<file path="src/rtl/ascii_pkg.sv">
`default_nettype none
// ============================================================================
// Module   : ascii_pkg
// Brief    : ASCII letter range constants and the character class enum shared
//            by the case converter and its classifier.
// Revision : 1.0 - initial release
// ============================================================================
package ascii_pkg;

    localparam logic [7:0] ASCII_UPPER_FIRST = 8'h41;
    localparam logic [7:0] ASCII_UPPER_LAST  = 8'h5A;
    localparam logic [7:0] ASCII_LOWER_FIRST = 8'h61;
    localparam logic [7:0] ASCII_LOWER_LAST  = 8'h7A;
    localparam logic [7:0] ASCII_CASE_BIT    = 8'h20;

    typedef enum logic [1:0] {
        CLS_OTHER = 2'd0,
        CLS_UPPER = 2'd1,
        CLS_LOWER = 2'd2
    } char_class_t;

endpackage : ascii_pkg
`default_nettype wire

</file>
<file path="src/rtl/convert_to_capital_or_small_if.sv">
`default_nettype none
// ============================================================================
// Module   : convert_to_capital_or_small_if
// Brief    : Character stream bundle: source-side valid/byte in, converted
//            byte plus classification flags out.
// Revision : 1.0 - initial release
// ============================================================================
interface convert_to_capital_or_small_if;

    logic       in_valid;
    logic [7:0] in;
    logic       out_valid;
    logic [7:0] out;
    logic       cap;
    logic       is_alpha;

    modport master (
        output in_valid,
        output in,
        input  out_valid,
        input  out,
        input  cap,
        input  is_alpha
    );

    modport slave (
        input  in_valid,
        input  in,
        output out_valid,
        output out,
        output cap,
        output is_alpha
    );

endinterface : convert_to_capital_or_small_if
`default_nettype wire

</file>
<file path="src/rtl/convert_to_capital_or_small_classifier.sv">
`default_nettype none
// ============================================================================
// Module   : ascii_case_classifier
// Brief    : Combinational ASCII classifier producing the character class and
//            the case-swapped byte (non-letters pass through unchanged).
// Revision : 1.0 - initial release
// ============================================================================
module ascii_case_classifier
    import ascii_pkg::*;
(
    input  wire logic [7:0] ch,
    output char_class_t     cls,
    output logic [7:0]      swapped
);

    always_comb begin
        cls = CLS_OTHER;
        if ((ch >= ASCII_UPPER_FIRST) && (ch <= ASCII_UPPER_LAST)) begin
            cls = CLS_UPPER;
        end else if ((ch >= ASCII_LOWER_FIRST) && (ch <= ASCII_LOWER_LAST)) begin
            cls = CLS_LOWER;
        end
    end

    // Letters differ between cases only in bit 5.
    assign swapped = (cls != CLS_OTHER) ? (ch ^ ASCII_CASE_BIT) : ch;

endmodule : ascii_case_classifier
`default_nettype wire

</file>
<file path="src/rtl/convert_to_capital_or_small.sv">
`default_nettype none
// ============================================================================
// Module   : convert_to_capital_or_small
// Brief    : Registered ASCII case swapper, one-cycle latency, always ready.
//            Define CASE_STATS_EN to add upper/lower letter counters.
// Revision : 1.0 - initial release
// ============================================================================
module convert_to_capital_or_small
    import ascii_pkg::*;
#(
    parameter int CNT_W = 16
) (
    input  wire logic                   clk,
    input  wire logic                   rst_n,
    convert_to_capital_or_small_if.slave bus
`ifdef CASE_STATS_EN
    ,
    output logic [CNT_W-1:0]            upper_cnt,
    output logic [CNT_W-1:0]            lower_cnt
`endif
);

    if (CNT_W < 1) begin : g_cnt_w_check
        $error("CNT_W must be at least 1");
    end

    char_class_t w_cls;
    logic [7:0]  w_swapped;

    ascii_case_classifier u_classifier (
        .ch      (bus.in),
        .cls     (w_cls),
        .swapped (w_swapped)
    );

    logic [7:0] out_q, out_d;
    logic       cap_q, cap_d;
    logic       is_alpha_q, is_alpha_d;
    logic       out_valid_q, out_valid_d;

    always_comb begin
        out_d       = out_q;
        cap_d       = cap_q;
        is_alpha_d  = is_alpha_q;
        out_valid_d = bus.in_valid;
        if (bus.in_valid) begin
            out_d      = w_swapped;
            cap_d      = (w_cls == CLS_UPPER);
            is_alpha_d = (w_cls != CLS_OTHER);
        end
    end

    always_ff @(posedge clk or negedge rst_n) begin
        if (!rst_n) begin
            out_q       <= 8'h00;
            cap_q       <= 1'b0;
            is_alpha_q  <= 1'b0;
            out_valid_q <= 1'b0;
        end else begin
            out_q       <= out_d;
            cap_q       <= cap_d;
            is_alpha_q  <= is_alpha_d;
            out_valid_q <= out_valid_d;
        end
    end

    assign bus.out       = out_q;
    assign bus.cap       = cap_q;
    assign bus.is_alpha  = is_alpha_q;
    assign bus.out_valid = out_valid_q;

`ifdef CASE_STATS_EN
    logic [CNT_W-1:0] upper_cnt_q, upper_cnt_d;
    logic [CNT_W-1:0] lower_cnt_q, lower_cnt_d;

    // Counters wrap freely; no saturation.
    always_comb begin
        upper_cnt_d = upper_cnt_q;
        lower_cnt_d = lower_cnt_q;
        if (bus.in_valid && (w_cls == CLS_UPPER)) begin
            upper_cnt_d = upper_cnt_q + 1'b1;
        end
        if (bus.in_valid && (w_cls == CLS_LOWER)) begin
            lower_cnt_d = lower_cnt_q + 1'b1;
        end
    end

    always_ff @(posedge clk or negedge rst_n) begin
        if (!rst_n) begin
            upper_cnt_q <= '0;
            lower_cnt_q <= '0;
        end else begin
            upper_cnt_q <= upper_cnt_d;
            lower_cnt_q <= lower_cnt_d;
        end
    end

    assign upper_cnt = upper_cnt_q;
    assign lower_cnt = lower_cnt_q;
`endif

endmodule : convert_to_capital_or_small
`default_nettype wire

</file>
<file path="src/flat_wrapper.sv">
// flat-port wrapper written by rule: the top's interface ports become plain ports
module convert_to_capital_or_small_flat import ascii_pkg::*;
#(
    parameter int CNT_W = 16
)
  (clk, rst_n, bus_in_valid, bus_in, bus_out_valid, bus_out, bus_cap, bus_is_alpha);
  convert_to_capital_or_small_if bus_i ();
  input  wire logic clk;
  input  wire logic rst_n;
  input wire logic [$bits(bus_i.in_valid)-1:0] bus_in_valid;
  input wire logic [$bits(bus_i.in)-1:0] bus_in;
  output wire logic [$bits(bus_i.out_valid)-1:0] bus_out_valid;
  output wire logic [$bits(bus_i.out)-1:0] bus_out;
  output wire logic [$bits(bus_i.cap)-1:0] bus_cap;
  output wire logic [$bits(bus_i.is_alpha)-1:0] bus_is_alpha;
  assign bus_i.in_valid = bus_in_valid;
  assign bus_i.in = bus_in;
  assign bus_out_valid = bus_i.out_valid;
  assign bus_out = bus_i.out;
  assign bus_cap = bus_i.cap;
  assign bus_is_alpha = bus_i.is_alpha;
  convert_to_capital_or_small #(.CNT_W(CNT_W)) u_core (.clk(clk), .rst_n(rst_n), .bus(bus_i));
endmodule
</file>
<file path="config.mk">
export PLATFORM = sky130hd
export DESIGN_NAME = convert_to_capital_or_small_flat
export DESIGN_NICKNAME = d
export VERILOG_FILES = /design/src/rtl/ascii_pkg.sv /design/src/rtl/convert_to_capital_or_small_if.sv /design/src/rtl/convert_to_capital_or_small_classifier.sv /design/src/rtl/convert_to_capital_or_small.sv /design/src/flat_wrapper.sv
export SDC_FILE = /design/constraint.sdc
export NUM_CORES = 1
export LEC_CHECK = 0
export CORE_AREA = 2 2 39 41
export CTS_BUF_LIST = sky130_fd_sc_hd__clkbuf_8 sky130_fd_sc_hd__clkbuf_16
export CTS_CLUSTER_SIZE = 8
export DETAILED_ROUTE_END_ITERATION = 8
export DIE_AREA = 0 0 41 43
export HOLD_SLACK_MARGIN = 0.05
export PLACE_DENSITY = 0.69
export SYNTH_ARGS = -nofsm -noshare
export SYNTH_HDL_FRONTEND = slang
export SYNTH_SLANG_ARGS = --single-unit
</file>
<file path="constraint.sdc">
create_clock -name clk -period 0.8 [get_ports clk]
set_input_delay 0.12 -clock clk [delete_from_list [all_inputs] [get_ports clk]]
set_output_delay 0.12 -clock clk [all_outputs]
set_load 0.05 [all_outputs]
</file>
After elaboration in Yosys (flattened, before gate mapping)

Cells that the tools add are included.
W data, S select, Z words.

Div/mod/pow operators: 0
Shift-type cells: 0
Add/sub/neg operators: 0
Bitwise operators: 1
Reductions and logical operators: 3
Mux-type cells: 3
$lt $le $gt $ge: 4
Multipliers: 0
Equal/unequal tests: 1

Operators with widths:

| operator             | count |
|---|---|
| $ge A8 B7 Y1 const B | 2 |
| $le A8 B7 Y1 const B | 2 |
| $mux W6              | 1 |
| $mux W2              | 2 |
| $eq A2 B1 Y1 const B | 1 |
| $logic_and A1 B1 Y1  | 2 |
| $reduce_bool A2 Y1   | 1 |
| $not A1 Y1           | 1 |

Register bits: 11
Bits in writable memories: 0
Logic and storage cells: 16
Memories: 0
Output and inout bits: 11
Input bits: 11
Memory bits (read-only): 0
Bits in latches: 0

Logic depth before layout (Yosys ltp)

Word-level depth: 6
Gate-level depth with buffers: 4
Gate-level depth less buffers: 4

Cells and area by module

From an unflattened synthesis, not the netlist that was laid out.

Cell total of the unflattened synthesis: 46
Area, all modules: 570.5 um^2

By module, submodules not included:

| module                      | cells each | area an instance (um^2) | sequential area each (um^2) | times used |
|---|---|---|---|---|
| convert_to_capital_or_small | 26         | 427.9                   | 275.3                       | 1 |
| ascii_case_classifier       | 20         | 142.6                   | 0.0                         | 1 |

Worst setup path after synthesis

OpenSTA, ideal clock, no wires.

Path type: in2reg
From: in bus_in[0]
To: reg u_core.cap_q (netlist: u_core.bus.cap)
Cell stages on the path: 4
Arrival time: 1.145 ns
Setup time: 0.125 ns
Setup slack: -0.470 ns
Buffers on the path: 0
Data required time: 0.675 ns
Cells stage by stage: or4_4 > o221ai_2 > nor2_1 > mux2_4

Longest elaborated chain between the ends: 5
Elaborated cells between the ends (all ways): 9
Classes of those cells: 4 x order compare; 1 x eq/ne; 2 x mux; 2 x reduce/logical

Ends and longest elaborated chain:

| item                                         | line                                         | RTL |
|---|---|---|
| from (decl)                                  | flat_wrapper.sv:11                           | `input wire logic [$bits(bus_i.in)-1:0] bus_in;` |
| $ge A8 B7 Y1 or $le A8 B7 Y1 (tied branches) | convert_to_capital_or_small_classifier.sv:20 | `end else if ((ch >= ASCII_LOWER_FIRST) && (ch <= ASCII_LOWER_LAST)) begin` |
| $logic_and A1 B1 Y1                          | convert_to_capital_or_small_classifier.sv:20 |  |
| $mux W2                                      | convert_to_capital_or_small_classifier.sv:20 |  |
| $mux W2 (*)                                  | convert_to_capital_or_small_classifier.sv:18 | `if ((ch >= ASCII_UPPER_FIRST) && (ch <= ASCII_UPPER_LAST)) begin` |
| $eq A2 B1 Y1 (*)                             | convert_to_capital_or_small.sv:48            | `cap_d = (w_cls == CLS_UPPER);` |
| to (signal assigned)                         | convert_to_capital_or_small.sv:61            | `cap_q <= cap_d;` |
| to (decl)                                    | convert_to_capital_or_small.sv:37            | `logic cap_q, cap_d;` |

Mark *: on every way between the ends. The rest lies on a longest branch, timed or not.
A chain may end at the register's enable or synchronous reset.

Final worst setup path

From: in bus_in[3]
To: reg u_core.cap_q (netlist: u_core.bus.cap)

Same word-level chain as after synthesis.

==> flow_summary.ini <==
[floorplan]
start_util = 0.3246
die_y_um = 43
io_pins = 22
die-width_um = 41
num_rows = 14
die-area_um2 = 1763
core-area_um2 = 1384

[critical_path]
cpPeakStageDelay_ps = 530
start_kind = input port
critPathRequiredTime_ps = 930
timing.rr.start = u_core.bus.out[1]
slowest_stage = or4_4
cp_max_fo = 3
cp_cell_sequence = buf_6, or4_4, o221ai_4, nor2_2, mux2_4
cp-end-kind = register
critPathKind = in2reg
arrival_ps = 1240
critPathLaunch = bus_in[3]

[global_routing]
grt_pass1_vias = 407
grt.overflow.total = 0
grt_max_degree = 12
grtUsageTotal = 0.1556
grt_pass1_wl_um = 1738
antenna_found_initial = 0

[detailed_routing]
routed.top_layer = met4
routedWlPerCell_um = 13.58
ant_nets = 0
routed_wl_um = 1141
vias = 378
drcViolationCount = 0
wl_met3_um = 83
met2_length_um = 565
drt_iter0_drc = 2
dr.pass1.iters = 2
detail_route.vias_per_cell = 4.500
drt-met1-wl_um = 457

[job]
drv_cap = 0

[placed_design]
port_buffers = 21
dp_slack_ps = -952.5
place_inst = 75
hpwlAfterDp_um = 832.9
dpl_cell_area_um2 = 878.3
place_congestion = 0.5758

[synth]
yosys.area.top_type = dfrtp_1
synth_top_family_by_area = multiplexers
synth-simple-area-share = 0.06407
synthCells = 31
ys.flop_type = dfrtp_1
synth_nets = 42
synthArstFlopShare = 1.000
synth_adder_area_share = 0
yosys.cell_types.count = 14
synthMuxAreaShare = 0.2312
syn_area_per_cell_um2 = 14.49
synth_top_cell_area_share = 0.6128
synth_compound_area_frac = 0.05571
synth_seq_cells = 11
synth_area_um2 = 449.2
post-synth-top-count-cell = dfrtp_1
synth_area_leaders = dfrtp_1, mux2_2, mux2_1, mux2_4, o221ai_2
synth_common_cells = dfrtp_1, mux2_2, a21oi_1, mux2_1, nor2_1
yosys_warnings = 0
synth_edf_count = 0
yosys.area_share.xor_xnor = 0.01950
synth_seq_area_share = 0.6128

[clock_network]
clock-root-buffer = clkbuf_8
cts_sinks = 11
cts_tree = yes
htree_num_levels = 1
clock_path_buffers = 2
clk_pin_slew_ps = 50
cts_buffers = 3
clkLatencyLatePin_ps = 240

[timing]
rsz0062_at_grt = yes
skew_ps = 0
hold_viol = 0
fin_ws_ps = -315.8
fin_crit_sh = 1.395
slew_headroom = 0.8458
period_needed_ps = 1116
fmaxAchievable_ghz = 0.8962
slew_viol_final = 0
tightest_slew_ps = 231.3
setup_viol = 17

[power]
ir_worst_vdd_mv = 1.655
power_uw = 1884
p_per_area_nw_per_um2 = 1911
p_leak_uw = 0.0004543

[layout]
fin_nets = 80
fin_area_um2 = 985.9
antenna_cells = 0
fin_cells = 84
area_delta_synth_final_pct = 119.5
final_layout_size_suffix_gt1_frac = 0.7206

[outcome]
failed_checks = negative setup slack
status = finished with violations

[hold_path]
hp-start = bus_in[4]
hp-class = in2reg
-- worst max-delay path, delay by kind of cell --
kind	cells	cell delay, ps
mux	1	250
compound gates	1	190
buf+inv	1	90
simple gates	2	580
-- power breakdown --
group	leakage, uW	internal [uW]	switching, uW	total (uW)
Combinational	0.000303	360	297	658
Sequential	0.000124	616	54.0	670
Clock	0.0000269	338	218	556
Total	0.000454	1310	570	1880
-- routing by layer --
layer  global-route usage  up-vias
met3              0.05759        4
met5                    0        -
met4               0.1000        0
li1                     -      183
met1               0.1611      175
met2               0.2469       16
-- final cells by class --
class	count	area, um^2
repair buffers	34	441.7
inverters	1	3.754
clock buffers	3	41.29
clock inverters	1	3.754
fillers	97	397.9
well taps	16	20.02
multi-input cells	18	191.4
flip-flops and latches	11	284.0
-- registers in the layout (all words and copies together), names as in the netlist --
register	count
u_core.bus.out	8
u_core.bus.out_valid	1
u_core.bus.is_alpha	1
u_core.bus.cap	1
-- cells in the final DEF (no fill, tap or decap), drive strengths merged --
master	n
dlygate4sd2	2
nand2	1
clkbuf	3
a21oi	2
nor2b	1
xor2	1
mux2i	1
dfrtp	11
dlymetal6s2s	1
nor2	2
clkdlybuf4s50	3
inv	2
buf	28
mux2	8
o221ai	1
or4	1
-- stage by stage --
| stage | hold WS, ps | util | setup TNS [ps] |
|---|---|---|---|
| floorplan | -175.6 | - | -1795 |
| global placement | 461.7 | 0.6347 | -5563 |
| CTS | 123.7 | 0.6944 | -2627 |
| finish | 121.2 | 0.7125 | -2621 |
| detailed placement | 459.7 | 0.6347 | -5612 |
| global route | 128.6 | 0.7125 | -2989 |
-- logic make-up (layout without fill, tap and decap cells) --
family                 count (synthesis)  count (layout)
multiplexers                           9               9
AND/OR/NAND/NOR                        5               5
XOR/XNOR                               1               1
AO/OA/AOI/OAI                          3               3
buffers and inverters                  2              39
flip-flops                            11              11
-- path summary, 6_finish.rpt --
path | endpoint | slack (ps) | cells past startpoint
worst min-delay path | u_core.bus.out[4] | 120 | 2
max in group asynchronous | u_core.bus.out[1] | 470 | 2
min in group asynchronous | u_core.bus.out[4] | 210 | 2
worst max-delay path | u_core.bus.cap | -320 | 5
worst max register to register | u_core.bus.out[1] | -100 | 2
worst min register to register | u_core.bus.out[2] | 530 | 1
-- what timing repair did --
action	in CTS	in global routing
pin swaps	4	4
resized for setup	26	4
buffers inserted	2	3
hold buffers	0	0
endpoints found under the hold margin	0	0
setup endpoints to repair	21	21
Power figures use the tool's default switching activity.
